===== config.mk =====
export PLATFORM = sky130hd
export DESIGN_NAME = spi_mem_slave_p_flat
export DESIGN_NICKNAME = d
export VERILOG_FILES = /design/src/rtl/spi_mem_slave_p_if.sv /design/src/rtl/spi_mem_slave_p.sv /design/src/flat_wrapper.sv
export SDC_FILE = /design/constraint.sdc
export NUM_CORES = 1
export LEC_CHECK = 0
export ABC_AREA = 0
export CAP_MARGIN = 30
export CORE_ASPECT_RATIO = 0.9
export CORE_MARGIN = 2
export CORE_UTILIZATION = 59
export CTS_BUF_LIST = sky130_fd_sc_hd__clkbuf_4
export DETAILED_ROUTE_END_ITERATION = 16
export PLACE_DENSITY = 0.82
export SYNTH_ARGS = -nofsm -noshare
export SYNTH_HDL_FRONTEND = slang
export SYNTH_SLANG_ARGS = --single-unit
export TNS_END_PERCENT = 5

===== constraint.sdc =====
create_clock -name clk -period 2.2 [get_ports clk]
set_input_delay 0.55 -clock clk [delete_from_list [all_inputs] [get_ports clk]]
set_output_delay 0.55 -clock clk [all_outputs]
set_load 0.02 [all_outputs]

===== src/rtl/spi_mem_slave_p_if.sv =====
// rtl/spi_mem_slave_p_if.sv - SPI pins and memory bus of the SPI memory slave
interface spi_mem_slave_p_if #(
  parameter int ADDR_W = 16,
  parameter int DATA_W = 8
);
  logic              csb;
  logic              sck;
  logic              si;
  logic              so;
  logic              so_oe;
  logic [ADDR_W-1:0] mem_addr;
  logic [DATA_W-1:0] mem_wdata;
  logic              mem_we;
  logic              mem_re;
  logic [DATA_W-1:0] mem_rdata;

  modport slave (
    input  csb, sck, si, mem_rdata,
    output so, so_oe, mem_addr, mem_wdata, mem_we, mem_re
  );

  modport master (
    output csb, sck, si, mem_rdata,
    input  so, so_oe, mem_addr, mem_wdata, mem_we, mem_re
  );
endinterface


===== src/rtl/spi_mem_slave_p.sv =====
// rtl/spi_mem_slave_p.sv - SPI mode-0 slave bridging to a single-port memory bus
module spi_mem_slave_p #(
  parameter int ADDR_W   = 16,
  parameter int DATA_W   = 8,
  parameter int AUTO_INC = 1,
  parameter int REQ_WEL  = 0
) (
  input  logic             clk,
  input  logic             rst_n,
  spi_mem_slave_p_if.slave bus
);
  typedef enum logic [2:0] {IDLE, CMD, ADDR, WDATA, RDATA, STATUS, IGNORE} state_t;

  localparam int MAXW_AD = (ADDR_W > DATA_W) ? ADDR_W : DATA_W;
  localparam int MAXW    = (MAXW_AD > 8) ? MAXW_AD : 8;
  localparam int CNT_W   = $clog2(MAXW);

  logic [2:0]        sck_s, csb_s;
  logic [1:0]        si_s;
  logic              sck_rise, sck_fall, csb_rise, csb_fall, si_b;
  state_t            state;
  logic [CNT_W-1:0]  bit_cnt;
  logic [MAXW-2:0]   sr;
  logic [DATA_W-1:0] tx_sr, status;
  logic              wel, is_rd, we_pend, inc_pend, rd_cap;

  // Stage [2] of each sck/csb chain is the edge-detect register; si stays aligned with sck stage [1].
  assign sck_rise = sck_s[1] & ~sck_s[2];
  assign sck_fall = ~sck_s[1] & sck_s[2];
  assign csb_fall = ~csb_s[1] & csb_s[2];
  assign csb_rise = csb_s[1] & ~csb_s[2];
  assign si_b     = si_s[1];
  assign status   = DATA_W'({wel, 1'b0});

  // Two-flop synchronisers plus edge-detect stage; csb idles high so reset exit creates no edge.
  always_ff @(posedge clk or negedge rst_n) begin
    if (!rst_n) begin
      sck_s <= '0;
      csb_s <= '1;
      si_s  <= '0;
    end else begin
      sck_s <= {sck_s[1:0], bus.sck};
      csb_s <= {csb_s[1:0], bus.csb};
      si_s  <= {si_s[0], bus.si};
    end
  end

  // Frame FSM: command/address/data shifting, memory strobes and the so shifter.
  always_ff @(posedge clk or negedge rst_n) begin
    if (!rst_n) begin
      state         <= IDLE;
      bit_cnt       <= '0;
      sr            <= '0;
      tx_sr         <= '0;
      wel           <= 1'b0;
      is_rd         <= 1'b0;
      we_pend       <= 1'b0;
      inc_pend      <= 1'b0;
      rd_cap        <= 1'b0;
      bus.so        <= 1'b0;
      bus.so_oe     <= 1'b0;
      bus.mem_addr  <= '0;
      bus.mem_wdata <= '0;
      bus.mem_we    <= 1'b0;
      bus.mem_re    <= 1'b0;
    end else begin
      bus.mem_we <= 1'b0;
      bus.mem_re <= 1'b0;
      rd_cap     <= bus.mem_re;
      we_pend    <= 1'b0;
      inc_pend   <= 1'b0;
      // A completed write beat strobes one clk after mem_wdata loads; the address steps after that.
      if (we_pend && (REQ_WEL == 0 || wel)) begin
        bus.mem_we <= 1'b1;
        inc_pend   <= (AUTO_INC != 0);
      end
      if (inc_pend) bus.mem_addr <= bus.mem_addr + ADDR_W'(1);

      if (csb_rise) begin
        state     <= IDLE;
        bit_cnt   <= '0;
        bus.so    <= 1'b0;
        bus.so_oe <= 1'b0;
      end else begin
        case (state)
          IDLE: if (csb_fall) begin
            state   <= CMD;
            bit_cnt <= '0;
          end
          CMD: if (sck_rise) begin
            sr      <= {sr[MAXW-3:0], si_b};
            bit_cnt <= bit_cnt + CNT_W'(1);
            if (bit_cnt == CNT_W'(7)) begin
              bit_cnt <= '0;
              case ({sr[6:0], si_b})
                8'h02: begin state <= ADDR; is_rd <= 1'b0; end
                8'h03: begin state <= ADDR; is_rd <= 1'b1; end
                8'h05: begin state <= STATUS; tx_sr <= status; end
                8'h06: begin state <= IGNORE; wel <= 1'b1; end
                8'h04: begin state <= IGNORE; wel <= 1'b0; end
                default: state <= IGNORE;
              endcase
            end
          end
          ADDR: if (sck_rise) begin
            sr      <= {sr[MAXW-3:0], si_b};
            bit_cnt <= bit_cnt + CNT_W'(1);
            if (bit_cnt == CNT_W'(ADDR_W - 1)) begin
              bit_cnt      <= '0;
              bus.mem_addr <= {sr[ADDR_W-2:0], si_b};
              if (is_rd) begin
                bus.mem_re <= 1'b1;
                state      <= RDATA;
              end else begin
                state <= WDATA;
              end
            end
          end
          WDATA: if (sck_rise) begin
            sr      <= {sr[MAXW-3:0], si_b};
            bit_cnt <= bit_cnt + CNT_W'(1);
            if (bit_cnt == CNT_W'(DATA_W - 1)) begin
              bit_cnt       <= '0;
              bus.mem_wdata <= {sr[DATA_W-2:0], si_b};
              we_pend       <= 1'b1;
            end
          end
          RDATA, STATUS: begin
            if (sck_fall) begin
              bus.so    <= tx_sr[DATA_W-1];
              bus.so_oe <= 1'b1;
              tx_sr     <= {tx_sr[DATA_W-2:0], 1'b0};
            end else if (sck_rise) begin
              bit_cnt <= bit_cnt + CNT_W'(1);
              // Last bit of a beat was just sampled by the master: fetch the next word.
              if (bit_cnt == CNT_W'(DATA_W - 1)) begin
                bit_cnt <= '0;
                if (state == STATUS) begin
                  tx_sr <= status;
                end else begin
                  if (AUTO_INC != 0) bus.mem_addr <= bus.mem_addr + ADDR_W'(1);
                  bus.mem_re <= 1'b1;
                end
              end
            end
          end
          default: ;
        endcase
      end
      // Read data arrives one clk after mem_re; it lands well before the next sck_fall.
      if (rd_cap) tx_sr <= bus.mem_rdata;
    end
  end
endmodule


===== src/flat_wrapper.sv =====
// flat-port wrapper written by rule: the top's interface ports become plain ports
module spi_mem_slave_p_flat 
#(
  parameter int ADDR_W   = 16,
  parameter int DATA_W   = 8,
  parameter int AUTO_INC = 1,
  parameter int REQ_WEL  = 0
)
  (clk, rst_n, bus_csb, bus_sck, bus_si, bus_mem_rdata, bus_so, bus_so_oe, bus_mem_addr, bus_mem_wdata, bus_mem_we, bus_mem_re);
  spi_mem_slave_p_if #(.ADDR_W(ADDR_W), .DATA_W(DATA_W)) bus_i ();
  input  logic clk;
  input  logic rst_n;
  input wire logic [$bits(bus_i.csb)-1:0] bus_csb;
  input wire logic [$bits(bus_i.sck)-1:0] bus_sck;
  input wire logic [$bits(bus_i.si)-1:0] bus_si;
  input wire logic [$bits(bus_i.mem_rdata)-1:0] bus_mem_rdata;
  output wire logic [$bits(bus_i.so)-1:0] bus_so;
  output wire logic [$bits(bus_i.so_oe)-1:0] bus_so_oe;
  output wire logic [$bits(bus_i.mem_addr)-1:0] bus_mem_addr;
  output wire logic [$bits(bus_i.mem_wdata)-1:0] bus_mem_wdata;
  output wire logic [$bits(bus_i.mem_we)-1:0] bus_mem_we;
  output wire logic [$bits(bus_i.mem_re)-1:0] bus_mem_re;
  assign bus_i.csb = bus_csb;
  assign bus_i.sck = bus_sck;
  assign bus_i.si = bus_si;
  assign bus_i.mem_rdata = bus_mem_rdata;
  assign bus_so = bus_i.so;
  assign bus_so_oe = bus_i.so_oe;
  assign bus_mem_addr = bus_i.mem_addr;
  assign bus_mem_wdata = bus_i.mem_wdata;
  assign bus_mem_we = bus_i.mem_we;
  assign bus_mem_re = bus_i.mem_re;
  spi_mem_slave_p #(.ADDR_W(ADDR_W), .DATA_W(DATA_W), .AUTO_INC(AUTO_INC), .REQ_WEL(REQ_WEL)) u_core (.clk(clk), .rst_n(rst_n), .bus(bus_i));
endmodule

==> metrics.md, run 1 <==
| Metric | Value |
|---|---|
| Drt total wl | 9550 microns |
| Register clock-pin slew on the reported worst setup and hold paths | 0.14 ns |
| Die X | 90.6 microns |
| Initial antenna violation count | 0 |
| Critical path capture point type | primary output |
| Top cells by area, synth | dfrtp_1 42%, mux2_2 7.3%, nand2_1 3.2% |
| Critical path, cell by cell | buf_4 > clkdlybuf4s50_1 |
| Tmin final | 2.15 ns |
| Number of synthesized register bits | 70 |
| Inserted Clock Buffers | 9 |
| Sequential area share after synthesis | 44.0% |
| Port Buffers | 40 |
| Slew Limit Fails | 0 |
| Crit path max fanout | 14 |
| Critical path's slowest cell | clkdlybuf4s50_1 |
| Asr flop ratio synth | 100% |
| CORE AREA | 0.00655 sq mm |
| Drt initial violations | 326 |
| Routability Congestion | 0.979 |
| Largest net degree at the start of global routing | 71 |
| Number of fill cells in the layout | 466 |
| RSZ-0062 raised after global routing | no |
| Syn_nets | 409 |
| Final core utilization | 72.0% |
| Post-CTS Setup Bufs | 0 |
| Top cell type's share of synthesized area | 42.1% |
| Clock Skew | 0.0266 ns |
| Nets@finish | 458 |
| PwrDens | 750 mW/mm^2 |
| Number of flops mapped to enable cells by yosys | 0 |
| Area growth from synthesis to layout | 18.3% |
| Gate Count Post-Synth | 392 |
| Max Freq | 0.465 GHz |
| Final TNS setup | 0 ns |
| MaxCap Viol Count | 0 |
| Vias | 3335 |
| Mapped Area | 0.00399 sq mm |
| Dpl hpwl | 6600 microns |
| Diode count | 0 |
| Critical path type | register to primary output |
| Remaining Overflow, GRT | 0 |
| Final setup vio count | 0 |
| Warnings from Yosys | 0 |
| Clk sinks | 70 |
| Worst-margin pin slew | 0.579 ns |
| Netlist cell types | 69 |
| Clk_lat worst skew | 0.44 ns |
| GR Util All Layers | 27.2% |
| Pre-antenna DRT Iters | 5 |
| Drt wl/cell | 17.8 microns |
| Fraction of layout cells with a size suffix above 1 | 22.0% |
| Max VDD drop | 598 uV |
| Number of global-route vias before repair | 3248 |
| TritonCTS clock tree | yes |
| Initial core utilization | 60.8% |
| Htree depth | 3 |
| Final hold violation count | 0 |
| Die height | 82.0 microns |
| Crit share post-route | 97.7% |
| Most used DFF post-synth | dfrtp_1 |
| Most common cell in the netlist | dfrtp_1 |
| Die area | 0.00743 sq mm |
| Std cell rows | 28 |
| First-pass GRT wire length | 15800 microns |
| Static Leak | 1.96 nW |
| HP Class | primary input to asynchronous set/reset pin |
| Root Buffer | clkbuf_4 |
| Rel. slew slack | 61.0% |
| Crit path launch type | register |
| Avg Inst Size Synth | 10.2 sq um |
| Leading area contributor after synthesis | dfrtp_1 |
| Clock Tree Buf Depth | 2 |
| Vias per inst | 6.22 |
| Worst Path Arrival | 1.60 ns |
| Post-synth top cells | 67 x dfrtp_1, 34 x nand2_1, 26 x mux2_2 |
| I/O pin count | 41 |
| Status | finished, final reports clean |
| Req. time, crit path | 1.65 ns |
| Routed Antenna Nets | 0 |
| # DRC | 0 |
| R2r worst-path depth | 5 |
| Slowest cell delay on critical path | 0.64 ns |
==> area by class of cell <==
| type | count | area [sq um] | area share, % |
|---|---|---|---|
| Multi-Input combinational cell | 291 | 2080 | 44.2 |
| Sequential cell | 70 | 1770 | 37.4 |
| Timing Repair Buffer | 60 | 581 | 12.3 |
| Tap cell | 90 | 113 | 2.39 |
| Clock inverter | 7 | 72.6 | 1.54 |
| Clock buffer | 9 | 67.6 | 1.43 |
| Inverter | 9 | 33.8 | 0.717 |
==> placed cells by master (no fill, tap or decap), types with 9 or more instances in the layout <==
master and instances:
a21oi_1 16, nand4_1 14, o21ai_0 22, nand3_1 10, mux2_2 26, clkdlybuf4s50_1 35
dfrtp_1 59, nand2_1 34, nor3_1 10, nor2_1 21, clkbuf_4 9, o211ai_1 10
xnor2_1 12, buf_4 18
==> stage by stage <==
stage | power, W | setup WS (ns) | instance area (sq um) | hold WS, ns | instances
after floorplan | 0.00239 | 0.232 | 3990 | 0.254 | 392
after global placement | 0.00264 | 0.208 | 4530 | 0.332 | 520
after detailed placement | 0.00268 | 0.0955 | 4530 | 0.336 | 520
after CTS | 0.00353 | 0.00644 | 4680 | 0.119 | 536
after global routing | 0.00372 | 0.000265 | 4710 | 0.146 | 536
final | 0.00354 | 0.0505 | 4710 | 0.101 | 536
==> power breakdown <==
group / switching (W) / internal (W) / total [W]
logic: 0.000614 / 0.000453 / 0.00107
clock network: 0.000501 / 0.000350 / 0.000851
registers: 0.000175 / 0.00144 / 0.00162
==> timing repair <==
item,4_1_cts,5_1_grt
pin swaps,0,0
resized for setup,5,11
hold buffers,0,0
setup endpoints to repair,5,10
==> sequential cells by signal, indices dropped and copies added (netlist names) <==
signal                count
u_core.sr                15
u_core.si_s               2
u_core.bus.so             1
u_core.bus.mem_re         1
u_core.we_pend            1
u_core.rd_cap             1
u_core.state              3
u_core.csb_s              3
u_core.inc_pend           1
u_core.bit_cnt            4
u_core.tx_sr              8
u_core.sck_s              3
u_core.is_rd              1
u_core.bus.so_oe          1
u_core.bus.mem_wdata      8
u_core.bus.mem_addr      16
u_core.wel                1
==> worst max-delay path: cells and delay by family (launching register included) <==
family,cells,cell delay (ns)
buffers and inverters,2,0.83
DFF,1,0.34
==> layer usage <==
layer,up-vias,wire length (microns),global-route usage [%]
met5,-,0,0
met4,0,124,8.46
met3,20,730,7.25
met2,141,4210,40.7
met1,1603,4480,39.0
li1,1571,-,-
==> worst paths after layout <==
kind	start	end	slack (ns)
min	rst_n	u_core.bus.mem_addr[11]	0.10
max	u_core.bus.mem_addr[10]	bus_mem_addr[10]	0.05
min reg2reg	u_core.sck_s[0]	u_core.sck_s[1]	0.35
max in group asynchronous	rst_n	u_core.sck_s[0]	1.76
min in group clk	u_core.sck_s[0]	u_core.sck_s[1]	0.35
max reg2reg	u_core.csb_s[2]	u_core.bus.mem_wdata[7]	0.14
==> kinds of logic (layout without fill, tap and decap cells) <==
family / after synthesis / after routing / synth area share [%]
mux: 29 / 29 / 8.10
simple gates: 139 / 139 / 20.5
buf+inv: 31 / 85 / 4.33
flops: 70 / 70 / 44.0
fa+ha+maj: 4 / 4 / 1.26
compound gates: 101 / 101 / 17.8
xor+xnor: 18 / 18 / 3.95
(Power assumes the default switching activity.)
==> inputs of run 2 (changes only) <==
--- a/config.mk
+++ b/config.mk
@@ -12,6 +12,7 @@
 export CORE_UTILIZATION = 59
 export CTS_BUF_LIST = sky130_fd_sc_hd__clkbuf_4
 export DETAILED_ROUTE_END_ITERATION = 16
+export GPL_TIMING_DRIVEN = 0
 export PLACE_DENSITY = 0.82
 export SYNTH_ARGS = -nofsm -noshare
 export SYNTH_HDL_FRONTEND = slang
==> metrics.md, run 2 (synthesis results as in run 1) <==
| Metric | Value |
|---|---|
| Register clock-pin slew on the reported worst setup and hold paths | 0.12 ns (-0.02 ns) |
| Rel. slew slack | 42.4% (-19 points) |
| Final setup vio count | 0 (unchanged) |
| Diode count | 0 (unchanged) |
| Worst Path Arrival | 1.58 ns (-0.02 ns) |
| Nets@finish | 462 (+0.87%) |
| Biggest register | u_core.bus.mem_addr |
| Final core utilization | 72.2% (+0.25 points) |
| Initial core utilization | 60.8% (unchanged) |
| Initial antenna violation count | 0 (unchanged) |
| MaxCap Viol Count | 0 (unchanged) |
| Crit path launch type | register |
| Number of global-route vias before repair | 3307 (+1.8%) |
| CORE AREA | 0.00655 sq mm (unchanged) |
| Status | finished, final reports clean |
| RSZ-0062 raised after global routing | no |
| Place WS | -0.115 ns (-0.210 ns) |
| Crit path max fanout | 6 (-8) |
| HP Class | primary input to asynchronous set/reset pin |
| Sum of buffers and inverters on the critical path | 1 (-1) |
| Std cell rows | 28 (unchanged) |
| Hold WS | 0.214 ns (+0.113 ns) |
| Tmin final | 2.13 ns (-0.0222 ns) |
| Vias per inst | 6.39 (+2.7%) |
| Root Buffer | clkbuf_4 |
| Max VDD drop | 686 uV (+15%) |
| Drt total wl | 9860 microns (+3.3%) |
| Largest net degree at the start of global routing | 71 (unchanged) |
| Critical path's slowest cell | clkdlybuf4s50_1 |
| Clk sinks | 70 (unchanged) |
| Area growth from synthesis to layout | 18.7% |
| Port Buffers | 40 (unchanged) |
| Dpl hpwl | 6780 microns (+2.7%) |
| Remaining Overflow, GRT | 0 (unchanged) |
| Htree depth | 3 (unchanged) |
| I/O pin count | 41 (unchanged) |
| Worst-margin pin slew | 0.864 ns (+0.284 ns) |
| Cell family with most CP delay | buffers and inverters |
| TritonCTS clock tree | yes |
| Routed Antenna Nets | 0 (unchanged) |
| Number of fill cells in the layout | 487 (+4.5%) |
| CP Depth | 1 (-1) |
| Slew Limit Fails | 0 (unchanged) |
| Req. time, crit path | 1.65 ns (about the same) |
| Die X | 90.6 microns (unchanged) |
| Total power | 0.00368 W (+4.0%) |
| Clock Skew | 0.0140 ns (-0.0126 ns) |
| Critical path type | register to primary output |
| Vias | 3452 (+3.5%) |
| Max Freq | 0.470 GHz (+1.0%) |
| Clk_lat worst skew | 0.42 ns (-0.02 ns) |
| # DRC | 0 (unchanged) |
| PwrDens | 778 mW/mm^2 (+3.7%) |
| Drt wl/cell | 18.3 microns (+2.5%) |
| Most common cell after layout, fill and taps aside | dfrtp_1 |
| Inserted Clock Buffers | 9 (unchanged) |
| Slowest cell delay on critical path | 0.66 ns (+0.02 ns) |
| Fraction of layout cells with a size suffix above 1 | 20.4% (-1.5 points) |
| Pre-antenna DRT Iters | 6 (+1) |
| Max reg flops | 16 (unchanged) |
| Final Worst Setup Slack | 0.0726 ns (+0.0222 ns) |
| GR Util All Layers | 27.9% (+0.69 points) |
| Routability Congestion | 0.909 (-7.1%) |
| Die height | 82.0 microns (unchanged) |
| Critical path, cell by cell | clkdlybuf4s50_1 |
| Static Leak | 1.93 nW (-1.3%) |
| Drt initial violations | 324 (-0.61%) |
| First-pass GRT wire length | 16200 microns (+2.4%) |
| Clock Tree Buf Depth | 2 (unchanged) |
| Die area | 0.00743 sq mm (unchanged) |
| R2r worst-path depth | 6 (+1) |
| Critical path capture point type | primary output |
| Most frequent cells in the layout | 64 x dfrtp_1, 38 x clkdlybuf4s50_1, 34 x nand2_1 |
| Regs by FF count | u_core.bus.mem_addr (16), u_core.sr (15) |
| Flop-to-flop setup slack | 0.10 ns (-0.04 ns) |
| Crit share post-route | 96.7% (-1.0 points) |
| Final hold violation count | 0 (unchanged) |
run 2: changes by cell type in the layout (fill, tap and decap cells not counted), moves of 4 or more:
cell	delta
clkbuf_1	+4
dfrtp_2	-5
dfrtp_1	+5
buf_2	+5
buf_4	-8
run 2: final cells by class:
class                      instances  area, sq um  share of cell area [%]
buffer                            22          139                    2.94
clock buffer                       9         67.6                    1.43
clock inverter                     7         97.6                    2.06
inverter                           9         33.8                   0.714
multi-input combinational        291         2110                    44.5
sequential                        70         1760                    37.2
tap                               90          113                    2.38
timing repair buffer              42          415                    8.78
run 2: routing by layer:
metal	GRT usage [%]	vias up	part of all wire, %
met1	38.9	1687	44
met5	0	-	0
met4	7.85	0	1.0
met3	6.97	13	8.9
met2	43.8	169	46
li1	-	1583	-
run 2: final timing paths:
kind                                        start                endpoint
max                        u_core.bus.mem_addr[5]         bus_mem_addr[5]
min                                         rst_n  u_core.bus.mem_addr[7]
max reg2reg                       u_core.inc_pend  u_core.bus.mem_addr[9]
min reg2reg                        u_core.we_pend         u_core.inc_pend
max in group asynchronous                   rst_n  u_core.bus.mem_addr[0]
min in group clk                   u_core.we_pend         u_core.inc_pend
run 2: power by group:
| group | internal, W | switching, W |
|---|---|---|
| Clock | 0.000464 | 0.000488 |
| Combinational | 0.000462 | 0.000665 |
| Sequential | 0.00144 | 0.000156 |
run 2: repair_timing:
| action | 4_1_cts | 5_1_grt |
|---|---|---|
| gates resized for setup | 2 | 11 |
| pin swaps | 0 | 1 |
| setup endpoints to repair | 18 | 31 |
| hold buffers | 0 | 0 |
| endpoints found under the hold margin | 0 | 0 |
| buffers inserted | 0 | 2 |
| cloned | 0 | 0 |
run 2: stage by stage:
step | cells | setup TNS (ns) | instance area (sq um)
5_1_grt | 540 | 0 | 4730
6_report | 540 | 0 | 4730
3_5_place_dp | 522 | -1.21 | 4500
4_1_cts | 538 | -0.212 | 4670
2_1_floorplan | 392 | 0 | 3990
3_3_place_gp | 522 | -121.29 | 4500
